--- src/rtl/cache_drain_scheduler.sv ---
`default_nettype none
// ============================================================================
// Module      : cache_drain_scheduler
// Description : Frame-driven sweep over SENSOR_NUM per-sensor cache FIFOs.
//               On each start pulse, every channel is visited in order. A
//               channel holding at least BURST_LEN bytes (and not empty) has
//               BURST_LEN bytes moved into the upstream byte stream. Channels
//               with less data are skipped and counted. Reads are throttled
//               by the upstream programmable-full flag and the channel's
//               empty flag.
//
//               Optional build macro SCHED_CHANNEL_HDR_EN: when defined, each
//               burst is preceded by one header byte carrying the channel
//               index. When undefined, the upstream stream carries data only.
//
// Ports       : sys_clk_i        - clock, rising edge
//               rst_i            - asynchronous active-high reset
//               start_pluse_i    - one-cycle frame start
//               empty_i          - per-channel FIFO empty
//               data_count_i     - per-channel byte count, 16 bits each
//               din_i            - per-channel read data, 8 bits each,
//                                  valid the cycle after rd_en_o
//               rd_en_o          - per-channel read strobe (one-hot or zero)
//               us_wr_en_o       - upstream byte-write strobe
//               us_wr_dout_o     - upstream byte
//               us_prog_full_i   - upstream programmable full
//               busy_o           - sweep in progress
//               done_pluse_o     - one-cycle sweep-complete pulse
//               skip_cnt_o       - skipped channels, saturating
//               overrun_cnt_o    - starts received while busy, saturating
//
// Revision    : 1.0 - initial release
// ============================================================================
module cache_drain_scheduler #(
    parameter int SENSOR_NUM = 22,
    parameter int BURST_LEN  = 100
) (
    input  logic                     sys_clk_i,
    input  logic                     rst_i,
    input  logic                     start_pluse_i,
    input  logic [SENSOR_NUM-1:0]    empty_i,
    input  logic [SENSOR_NUM*16-1:0] data_count_i,
    input  logic [SENSOR_NUM*8-1:0]  din_i,
    output logic [SENSOR_NUM-1:0]    rd_en_o,
    output logic                     us_wr_en_o,
    output logic [7:0]               us_wr_dout_o,
    input  logic                     us_prog_full_i,
    output logic                     busy_o,
    output logic                     done_pluse_o,
    output logic [15:0]              skip_cnt_o,
    output logic [7:0]               overrun_cnt_o
);

    localparam logic [2:0]  c_ST_IDLE  = 3'd0;
    localparam logic [2:0]  c_ST_CHECK = 3'd1;
`ifdef SCHED_CHANNEL_HDR_EN
    localparam logic [2:0]  c_ST_HDR   = 3'd2;
`endif
    localparam logic [2:0]  c_ST_READ  = 3'd3;
    localparam logic [2:0]  c_ST_DRAIN = 3'd4;
    localparam logic [2:0]  c_ST_NEXT  = 3'd5;
    localparam logic [2:0]  c_ST_DONE  = 3'd6;

    localparam logic [15:0] c_BURST    = 16'(BURST_LEN);
    localparam logic [15:0] c_BURST_M1 = 16'(BURST_LEN - 1);
    localparam logic [7:0]  c_LAST_CH  = 8'(SENSOR_NUM - 1);

    logic [2:0]  r_state;
    logic [7:0]  r_ch;
    logic [15:0] r_cnt;
    logic [15:0] r_skip;
    logic [7:0]  r_ovr;
    logic        r_busy;
    logic        r_data_wr;   // a read strobe fired last cycle; its byte is on din_i now

    logic [2:0]  w_next;
    logic [15:0] w_sel_cnt;
    logic        w_sel_empty;
    logic [7:0]  w_sel_din;
    logic        w_ch_ok;
    logic        w_rd_fire;
    logic        w_hdr_wr;

    // Per-channel selection by the current channel index.
    always_comb begin
        w_sel_cnt   = '0;
        w_sel_empty = 1'b1;
        w_sel_din   = '0;
        for (int k = 0; k < SENSOR_NUM; k++) begin
            if (r_ch == 8'(k)) begin
                w_sel_cnt   = data_count_i[k*16 +: 16];
                w_sel_empty = empty_i[k];
                w_sel_din   = din_i[k*8 +: 8];
            end
        end
    end

    assign w_ch_ok   = (w_sel_cnt >= c_BURST) && !w_sel_empty;
    assign w_rd_fire = (r_state == c_ST_READ) && !us_prog_full_i &&
                       (r_cnt < c_BURST) && !w_sel_empty;

`ifdef SCHED_CHANNEL_HDR_EN
    assign w_hdr_wr  = (r_state == c_ST_HDR) && !us_prog_full_i;
`else
    assign w_hdr_wr  = 1'b0;
`endif

    always_comb begin
        w_next = r_state;
        case (r_state)
            c_ST_IDLE:  if (start_pluse_i) w_next = c_ST_CHECK;
            c_ST_CHECK: begin
                if (w_ch_ok) begin
`ifdef SCHED_CHANNEL_HDR_EN
                    w_next = c_ST_HDR;
`else
                    w_next = c_ST_READ;
`endif
                end else begin
                    w_next = c_ST_NEXT;
                end
            end
`ifdef SCHED_CHANNEL_HDR_EN
            c_ST_HDR:   if (!us_prog_full_i) w_next = c_ST_READ;
`endif
            // Leave after the final strobe; DRAIN lets its byte be written.
            c_ST_READ:  if (w_rd_fire && (r_cnt == c_BURST_M1)) w_next = c_ST_DRAIN;
            c_ST_DRAIN: w_next = c_ST_NEXT;
            c_ST_NEXT:  w_next = (r_ch == c_LAST_CH) ? c_ST_DONE : c_ST_CHECK;
            c_ST_DONE:  w_next = c_ST_IDLE;
            default:    w_next = c_ST_IDLE;
        endcase
    end

    always_ff @(posedge sys_clk_i or posedge rst_i) begin
        if (rst_i) begin
            r_state   <= c_ST_IDLE;
            r_ch      <= '0;
            r_cnt     <= '0;
            r_skip    <= '0;
            r_ovr     <= '0;
            r_busy    <= 1'b0;
            r_data_wr <= 1'b0;
        end else begin
            r_state   <= w_next;
            r_busy    <= (w_next != c_ST_IDLE);
            r_data_wr <= w_rd_fire;

            if ((r_state == c_ST_IDLE) && start_pluse_i) begin
                r_ch <= '0;
            end else if ((r_state == c_ST_NEXT) && (r_ch != c_LAST_CH)) begin
                r_ch <= r_ch + 8'd1;
            end

            if (r_state == c_ST_CHECK) begin
                r_cnt <= '0;
            end else if (w_rd_fire) begin
                r_cnt <= r_cnt + 16'd1;
            end

            if ((r_state == c_ST_CHECK) && !w_ch_ok && (r_skip != 16'hFFFF)) begin
                r_skip <= r_skip + 16'd1;
            end

            if (start_pluse_i && (r_state != c_ST_IDLE) && (r_ovr != 8'hFF)) begin
                r_ovr <= r_ovr + 8'd1;
            end
        end
    end

    always_comb begin
        rd_en_o = '0;
        for (int k = 0; k < SENSOR_NUM; k++) begin
            rd_en_o[k] = w_rd_fire && (r_ch == 8'(k));
        end
    end

    // Header and data writes never coincide: the header precedes any read
    // and DRAIN completes the final data write before the channel advances.
    assign us_wr_en_o    = r_data_wr | w_hdr_wr;
    assign us_wr_dout_o  = r_data_wr ? w_sel_din : (w_hdr_wr ? r_ch : 8'h00);
    assign busy_o        = r_busy;
    assign done_pluse_o  = (r_state == c_ST_DONE);
    assign skip_cnt_o    = r_skip;
    assign overrun_cnt_o = r_ovr;

endmodule
`default_nettype wire

--- config.mk ---
export PLATFORM = sky130hd
export DESIGN_NAME = cache_drain_scheduler
export DESIGN_NICKNAME = d
export VERILOG_FILES = /design/src/rtl/cache_drain_scheduler.sv
export SDC_FILE = /design/constraint.sdc
export NUM_CORES = 1
export LEC_CHECK = 0
export ABC_AREA = 1
export BUFFER_PORTS_ARGS = -buffer_cell sky130_fd_sc_hd__buf_4
export CAP_MARGIN = 10
export CORE_AREA = 2 2 237 239
export CTS_CLUSTER_SIZE = 30
export DETAILED_ROUTE_END_ITERATION = 10
export DIE_AREA = 0 0 239 241
export HOLD_SLACK_MARGIN = 0.08
export PLACE_DENSITY = 0.46
export SLEW_MARGIN = 15
export SYNTH_ARGS = -nofsm -noshare
export SYNTH_HDL_FRONTEND = slang
export SYNTH_SLANG_ARGS = --single-unit
--- constraint.sdc ---
create_clock -name sys_clk_i -period 3.9 [get_ports sys_clk_i]
set_input_delay 0.39 -clock sys_clk_i [delete_from_list [all_inputs] [get_ports sys_clk_i]]
set_output_delay 0.39 -clock sys_clk_i [all_outputs]
set_load 0.02 [all_outputs]
==> flow_summary.json <==
{
  "r2r_setup_slack_ns": -0.10,
  "crit_type": "reg -> out",
  "r2r_start": "r_ch[7]",
  "p_int_mw": 4.300,
  "grt_antenna_before_repair": 9,
  "setup_ws_ns": -0.2565,
  "path_clk_slew_ns": 0.08,
  "numPortBuffers": 566,
  "yosys.cell_types.count": 47,
  "remaining_drc_errors": 0,
  "layout_commonest_cell": "buf_4",
  "synth_edf_count": 0,
  "critPathArrivalTime_ns": 3.77,
  "firstDrtPassIters": 5,
  "syn-mean-instance-area_sq_um": 5.353,
  "finalSetupViolations": 47,
  "worstSkewPairLatency_ns": 0.31,
  "routedWlPerCell_microns": 20.63,
  "syn-num-nets": 2062,
  "gp_congestion": 0.9399,
  "drive_above_1_share": 0.4409,
  "synth_top_cell_by_area": "nand2_1",
  "cpMaxStageDelayCell": "dfrtp_1",
  "synthesis.instances": 1501,
  "hold_path_class": "in -> reg",
  "max_cap_viol_count": 0,
  "required_ns": 3.51,
  "start_util": 0.1464,
  "grt_pass1_vias": 12710,
  "p_seq_frac": 0.081,
  "drt_wl_total_microns": 59510,
  "worst_r2r_path_depth": 32,
  "cts_buffer_depth": 2,
  "min_period_ns": 4.157,
  "die_y_microns": 241,
  "grt_start_max_net_pins": 46,
  "area_growth_pct": 92.20,
  "async_reset_ff_frac": 1.000,
  "path_max_fanout": 8,
  "grt_pass1_wl_microns": 81850,
  "synth-seq-cells": 53,
  "ant_nets": 0,
  "cp-start-kind": "register",
  "vias": 12580,
  "fp-row-count": 86,
  "p_leak_nw": 7.859,
  "p_comb_frac": 0.864,
  "drt_iter0_markers": 739,
  "stdcell_count": 2885,
  "synth_area_sq_um": 8035,
  "hpwl_microns": 49810,
  "reg2reg_to": "skip_cnt_o[11]",
  "cts-root-buf": "clkbuf_16",
  "p_clk_frac": 0.055,
  "status": "finished, violations left",
  "finalCritPeriodShare": 1.066,
  "finalClockSkew_ns": 0.009899,
  "hp-start": "us_prog_full_i",
  "die_area_sq_um": 57600,
  "num-nets-final": 2733,
  "core_sq_um": 54880,
  "tightest_slew_ns": 0.7180,
  "critPathMostFrequentCell": "nand2_2",
  "dp_cells": 2835,
  "via_per_inst": 4.359,
  "cts_tree": "yes",
  "max_slew_margin": 0.5202,
  "die_w_microns": 239,
  "htree_levels": 2,
  "fmax_mhz": 240.6,
  "track_usage": 0.1929,
  "slowest_delay_ns": 0.39,
  "seq_area_frac_synth": 0.1651,
  "layout_common_cells": "buf_4 (671), nand2_1 (522), inv_1 (126)",
  "hold_end": "r_cnt[4]",
  "ios": 611,
  "ys.warnings.count": 0,
  "worstSetupEndpointType": "output pin",
  "overflow": 0,
  "violations": "setup timing",
  "rsz0062_at_grt": "true",
  "irDropWorstVdd_mv": 0.2270,
  "ys.flop_type": "dfrtp_1",
  "finalInstanceArea_sq_um": 15440,
  "synth_area_leaders": "nand2_1 (26%), dfrtp_1 (17%), nand3_1 (8.6%)",
  "power_switching_mw": 5.304,
  "final-hold-violation-count": 0,
  "clkSinkCount": 53,
  "swShare": 0.5523,
  "placed_area_sq_um": 14100,
  "drv_slew": 0,
  "fill_cells": 6239,
  "cts_made_buffers": 5,
  "min_path_cells": 4,
  "synthDominantCellAreaShare": 0.2616,
  "p_per_area_nw_per_um2": 621.8
}
-- logic make-up after synthesis --
kind of cell	after synthesis	share of synthesized area
AO/OA/AOI/OAI	211	0.1478
XOR/XNOR	24	0.02616
adder cells (fa/ha/maj)	7	0.01090
buffers and inverters	223	0.1096
flip-flops	53	0.1651
multiplexers	1	0.001401
AND/OR/NAND/NOR	982	0.5391
-- flip-flops by register name (all words and copies together) (netlist names) --
signal,flops
skip_cnt_o,16
r_cnt,16
r_state,3
us_wr_en_o,1
overrun_cnt_o,8
busy_o,1
r_ch,8
-- through the flow --
stage	util	hold slack, ns	TNS (ns)	power (mW)	setup slack (ns)
CTS	0.2727	0.4481	-11.49	9.186	-0.4198
detailed placement	0.2569	0.3122	-21.90	7.906	-0.7008
floorplan	-	0.4365	0	4.442	0.4032
global route	0.2814	0.4951	-21.59	10.44	-0.5019
finish	0.2814	0.4603	-7.611	9.603	-0.2565
global placement	0.2569	0.3109	-19.18	7.882	-0.6747
-- power groups by stage --
| stage | combinational [mW] | clock [mW] | sequential [mW] |
|---|---|---|---|
| 2_1_floorplan | 3.63 | 0 | 0.816 |
| 3_3_place_gp | 7.11 | 0 | 0.769 |
| 3_5_place_dp | 7.13 | 0 | 0.771 |
| 4_1_cts | 7.87 | 0.547 | 0.766 |
| 5_1_grt | 9.08 | 0.570 | 0.792 |
| 6_report | 8.30 | 0.531 | 0.774 |
-- worst max path at each step --
stage               startpoint         end  slack [ns]
floorplan              r_ch[1]  rd_en_o[0]        0.40
global placement       r_ch[1]  rd_en_o[8]       -0.67
detailed placement     r_ch[1]  rd_en_o[8]       -0.70
CTS                    r_ch[6]  rd_en_o[8]       -0.42
global route           r_ch[1]  rd_en_o[8]       -0.50
finish                 r_ch[1]  rd_en_o[8]       -0.26
-- worst max-delay path: cells and delay by family, from the launching register on --
kind | cells | cell delay [ns]
buffers and inverters | 6 | 0.82
adder cells (fa/ha/maj) | 1 | 0.16
AND/OR/NAND/NOR | 20 | 1.57
AO/OA/AOI/OAI | 4 | 0.50
flip-flops | 1 | 0.39
-- repair_timing --
item / 4_1_cts / 5_1_grt
setup buffers: 25 / 7
pin swaps: 35 / 66
gates cloned: 2 / 1
resized for setup: 139 / 116
hold endpoints to repair: 8 / 0
hold buffers: 1 / 0
setup endpoints to repair: 57 / 55
-- cells in the mapped netlist (5+ instances only) --
master,n
inv_2,13
dfrtp_1,53
a21oi_1,80
buf_1,13
clkbuf_1,42
nor2_1,106
inv_1,133
or2_1,9
nand3_1,138
nand2_1,560
buf_2,17
o211ai_1,25
or2_0,12
nor4_1,12
o21ai_0,80
nand4_1,46
xnor2_1,5
xor2_1,19
ha_1,7
or2_2,49
nor3_1,25
nor2_2,7
nand3b_1,5
-- per-layer routing --
metal / vias up / track usage / share of wire / wire length [microns]
met5: - / 0 / 0.00013 / 8
met4: 2 / 0.07083 / 0.033 / 1989
met3: 69 / 0.03626 / 0.064 / 3807
met2: 488 / 0.3454 / 0.50 / 29680
met1: 5804 / 0.2283 / 0.40 / 24020
li1: 6214 / - / - / -
-- final cells by class --
type	instances	area (sq um)	area share
clock inverters	3	46.29	0.002998
inverters	147	579.3	0.03751
diodes	8	20.02	0.001296
clock buffers	5	125.1	0.008102
repair buffers	739	5977	0.3870
well taps	704	880.8	0.05704
multi-input cells	1226	6486	0.4200
flip-flops and latches	53	1329	0.08604
No activity file was read; power rests on OpenSTA's default activity.
